## src/rtl/serial_subtractor.sv

```systemverilog
// Bit-serial WIDTH-bit subtractor: a - b - bin, one bit per clock, LSB first,
// framed by a start/busy/done handshake. Results hold until the next DONE.
module serial_subtractor #(
  parameter int unsigned WIDTH = 8
) (
  input  logic                     clk,
  input  logic                     rst_n,
  input  logic                     start,
  input  logic [WIDTH-1:0]         a,
  input  logic [WIDTH-1:0]         b,
  input  logic                     bin,
  output logic                     busy,
  output logic                     done,
  output logic [WIDTH-1:0]         diff,
  output logic                     bout,
  output logic                     zero,
  output logic                     ovf,
  output logic [$clog2(WIDTH)-1:0] bit_idx
);

  localparam int unsigned IW = $clog2(WIDTH);
  localparam logic [IW-1:0] LAST_IDX = IW'(WIDTH - 1);

  typedef enum logic [1:0] {
    IDLE,
    RUN,
    DONE
  } state_e;

  state_e           state_q, state_d;
  logic [WIDTH-1:0] a_q, a_d;
  logic [WIDTH-1:0] b_q, b_d;
  logic             br_q, br_d;
  logic [WIDTH-1:0] sh_q, sh_d;
  logic             a_msb_q, a_msb_d;
  logic             b_msb_q, b_msb_d;
  logic [IW-1:0]    idx_q, idx_d;
  logic [WIDTH-1:0] diff_q, diff_d;
  logic             bout_q, bout_d;
  logic             zero_q, zero_d;
  logic             ovf_q, ovf_d;

  logic             ai, bi, d_bit, br_nxt, accept;
  logic [WIDTH-1:0] sh_nxt;

  // Single full-subtractor cell
  assign ai     = a_q[0];
  assign bi     = b_q[0];
  assign d_bit  = ai ^ bi ^ br_q;
  assign br_nxt = (~ai & bi) | (~(ai ^ bi) & br_q);
  assign sh_nxt = {d_bit, sh_q[WIDTH-1:1]};
  assign accept = start && (state_q != RUN);

  always_comb begin
    state_d = state_q;
    a_d     = a_q;
    b_d     = b_q;
    br_d    = br_q;
    sh_d    = sh_q;
    a_msb_d = a_msb_q;
    b_msb_d = b_msb_q;
    idx_d   = idx_q;
    diff_d  = diff_q;
    bout_d  = bout_q;
    zero_d  = zero_q;
    ovf_d   = ovf_q;

    unique case (state_q)
      IDLE: state_d = IDLE;
      RUN: begin
        a_d  = a_q >> 1;
        b_d  = b_q >> 1;
        br_d = br_nxt;
        sh_d = sh_nxt;
        if (idx_q == LAST_IDX) begin
          // Final bit: publish results directly from the cell so they are
          // valid in the same cycle done is raised.
          state_d = DONE;
          diff_d  = sh_nxt;
          bout_d  = br_nxt;
          zero_d  = (sh_nxt == '0);
          ovf_d   = (a_msb_q != b_msb_q) && (d_bit != a_msb_q);
        end else begin
          idx_d = idx_q + 1'b1;
        end
      end
      DONE:    state_d = IDLE;
      default: state_d = IDLE;
    endcase

    // Capture is shared by IDLE and DONE (back-to-back operation)
    if (accept) begin
      state_d = RUN;
      a_d     = a;
      b_d     = b;
      br_d    = bin;
      a_msb_d = a[WIDTH-1];
      b_msb_d = b[WIDTH-1];
      sh_d    = '0;
      idx_d   = '0;
    end
  end

  always_ff @(posedge clk) begin
    if (!rst_n) begin
      state_q <= IDLE;
      a_q     <= '0;
      b_q     <= '0;
      br_q    <= 1'b0;
      sh_q    <= '0;
      a_msb_q <= 1'b0;
      b_msb_q <= 1'b0;
      idx_q   <= '0;
      diff_q  <= '0;
      bout_q  <= 1'b0;
      zero_q  <= 1'b1;
      ovf_q   <= 1'b0;
    end else begin
      state_q <= state_d;
      a_q     <= a_d;
      b_q     <= b_d;
      br_q    <= br_d;
      sh_q    <= sh_d;
      a_msb_q <= a_msb_d;
      b_msb_q <= b_msb_d;
      idx_q   <= idx_d;
      diff_q  <= diff_d;
      bout_q  <= bout_d;
      zero_q  <= zero_d;
      ovf_q   <= ovf_d;
    end
  end

  assign busy    = (state_q == RUN);
  assign done    = (state_q == DONE);
  assign diff    = diff_q;
  assign bout    = bout_q;
  assign zero    = zero_q;
  assign ovf     = ovf_q;
  assign bit_idx = idx_q;

endmodule

```

## config.mk

```make
export PLATFORM = sky130hd
export DESIGN_NAME = serial_subtractor
export DESIGN_NICKNAME = d
export VERILOG_FILES = /design/src/rtl/serial_subtractor.sv
export SDC_FILE = /design/constraint.sdc
export NUM_CORES = 1
export LEC_CHECK = 0
export ABC_AREA = 1
export CORE_ASPECT_RATIO = 0.7
export CORE_UTILIZATION = 30
export DETAILED_ROUTE_END_ITERATION = 10
export GPL_ROUTABILITY_DRIVEN = 0
export PLACE_DENSITY = 0.6
export SYNTH_ARGS = -nofsm -noshare
export SYNTH_HDL_FRONTEND = slang
export SYNTH_SLANG_ARGS = --single-unit
```

## constraint.sdc

```tcl
create_clock -name clk -period 1.5 [get_ports clk]
set_input_delay 0.3 -clock clk [delete_from_list [all_inputs] [get_ports clk]]
set_output_delay 0.3 -clock clk [all_outputs]
set_load 0.01 [all_outputs]
```

==> flow_metrics.py <==
metrics = {
    "worst_setup_path": {
        "reg2reg_slack_ns": 0.08,
        "crit_arrival_ns": 1.13,
        "path_cells": "inv_2, nor2_4, clkdlybuf4s15_1",
        "worstSetupStartpointType": "flip-flop",
        "cp_slowest_cell": "dfxtp_1",
        "crit_fanout": 3,
        "max_stage_delay_ns": 0.38,
        "rr_worst_depth": 6,
        "r2r_end": "ovf",
        "end_kind": "output pin",
        "worstReg2RegStart": "br_q",
        "crit_type": "flip-flop to output pin",
        "cp.required_ns": 1.20,
    },
    "timing": {
        "setup_viol": 0,
        "relSlewSlack_pct": 78.9,
        "min_period_ns": 1.43,
        "max_freq_mhz": 699,
        "skew_ns": 0.00319,
        "fin_crit_sh_pct": 95.4,
        "finalHoldViolations": 0,
        "setup_tns_ns": 0,
        "slew_violations": 0,
        "tightest_slew_ns": 0.315,
    },
    "drt": {
        "drc": 0,
        "antenna_left": 0,
        "dr.pass1.iters": 4,
        "drtIter0Drc": 83,
        "vias": 1693,
        "wire_per_inst_microns": 11.6,
        "drt-total-wl_microns": 4260,
        "via_per_inst": 4.59,
    },
    "min_path": {
        "min_path_cells": 2,
        "worstHoldStart": "sh_q[1]",
        "hold_end": "diff[0]",
        "hold_path.class": "flip-flop to flip-flop",
    },
    "die": {
        "die_x_microns": 95.4,
        "start_util_pct": 31.5,
        "die-area_sq_um": 6430,
        "coreArea_sq_um": 5810,
        "dieHeight_microns": 67.4,
        "io_pins": 36,
        "rows": 23,
    },
    "synth": {
        "synth_cells": 252,
        "ys_seq_area_share_pct": 45.9,
        "ys_ff_latch": 42,
        "syn_avg_cell_area_sq_um": 7.27,
        "yosysUniqueCellTypes": 20,
        "syn-num-nets": 275,
        "netlist_area_sq_um": 1830,
        "yosysWarnings": 0,
    },
    "clock_network": {
        "cts.clk_slew.worst_paths_ns": 0.08,
        "cts.sinks": 42,
        "clk_path_buf_depth": 2,
        "cts_hold_repair.buffers": 0,
        "cts_buffers": 5,
        "root_buffer": "clkbuf_8",
        "cts_tree": "done",
        "cts_max_level": 2,
        "clock_latency_ns": 0.29,
    },
    "flow_run": {
        "max_cap_viol_count": 0,
    },
    "power": {
        "power.total_mw": 2.21,
        "vdd_drop_max_uv": 327,
        "p_leak_nw": 1.25,
        "cellPowerDensity_nw_per_um2": 912,
    },
    "place": {
        "dp_cells": 361,
        "portBuffers": 35,
        "dp_hpwl_microns": 3050,
        "placed_area_sq_um": 2310,
    },
    "global_route": {
        "grt_pass1_wl_microns": 6830,
        "first_global_vias": 1483,
        "grt_max_degree": 31,
        "antenna_found_initial": 0,
        "grt.total_usage_pct": 14.2,
        "grt_overflow_total": 0,
    },
    "finish": {
        "stdcell_area_sq_um": 2430,
        "area_delta_synth_final_pct": 32.4,
        "fin_nets": 316,
        "fin_cells": 369,
        "final_common_cell": "nand2_1",
        "layout_common_cells": "nand2_1 (70), nand3_1 (59), dfxtp_1 (40)",
        "diodes": 0,
        "drive_above_1_share_pct": 10.9,
        "final_util_pct": 41.7,
    },
    "outcome": {
        "outcome": "finished clean",
    },
}
## synthesized netlist by cell type, drive strengths merged
library cell,count,area [sq um]
fa,1,20.0
clkbuf,3,11.3
nand3,60,305
buf,12,93.8
dfxtp,42,841
o21ai,10,50.1
or2,1,6.26
nor2,10,45.0
inv,29,109
a21boi,1,7.51
ha,2,25.0
a21oi,10,50.1
nand2,71,269
## per-stage QoR
stage | setup slack (ns) | hold WS (ns)
after floorplan | 0.202 | 0.433
after global placement | 0.0522 | 0.455
after detailed placement | 0.0449 | 0.454
after CTS | 0.00847 | 0.456
after global routing | -0.0122 | 0.497
final | 0.0687 | 0.453
## what timing repair did
| item | CTS | global route |
|---|---|---|
| endpoints found under the setup margin | 8 | 11 |
| pin swaps | 0 | 1 |
| setup buffers | 0 | 0 |
| resized for setup | 8 | 13 |
## power by group
part | leakage (nW) | internal (mW) | switching [mW]
Combinational | 0.858 | 0.136 | 0.153
Clock | 0.0482 | 0.371 | 0.381
Sequential | 0.343 | 1.15 | 0.0217
## layer usage
metal	global-route usage (%)	vias to the layer above	share of wire [%]
li1	-	885	-
met1	18.9	764	51
met2	21.6	36	42
met3	3.15	8	5.1
met4	7.28	0	2.1
met5	0	-	0
## worst max path at each step
stage | start | end | depth (start not counted)
floorplan | b_q[0] | ovf | 6
finish | state_q[0] | busy | 3
global placement | start | a_msb_q | 6
detailed placement | start | a_msb_q | 6
global route | br_q | ovf | 6
CTS | ovf | ovf | 1
## area by class of cell
type | count | area [sq um]
inverter | 29 | 109
clock buffer | 7 | 86.3
tap | 75 | 93.8
clock inverter | 1 | 5.00
fill | 640 | 3390
sequential | 42 | 843
multi-input combinational | 166 | 785
timing repair buffer | 49 | 504
## cell families (layout without fill, tap and decap cells)
kind of cell	after synthesis	in the layout	synth area share [%]
AOI/OAI and AO/OA	21	21	5.87
adders and majority gates	3	3	2.46
buffers and inverters	44	86	11.7
DFF	42	42	45.9
and+or+nand+nor	142	142	34.1
## critical path: cells and delay by family (launching register included)
kind | cells | cell delay [ns]
buffers and inverters | 2 | 0.32
DFF | 1 | 0.38
and+or+nand+nor | 1 | 0.14
## registers in the layout, summed over array words and instances, names as in the netlist
register,flops
b_msb_q,1
bit_idx,3
ovf,1
a_msb_q,1
sh_q,7
br_q,1
a_q,8
diff,8
bout,1
zero,1
state_q,2
b_q,8
No activity file was read; power rests on OpenSTA's default activity.
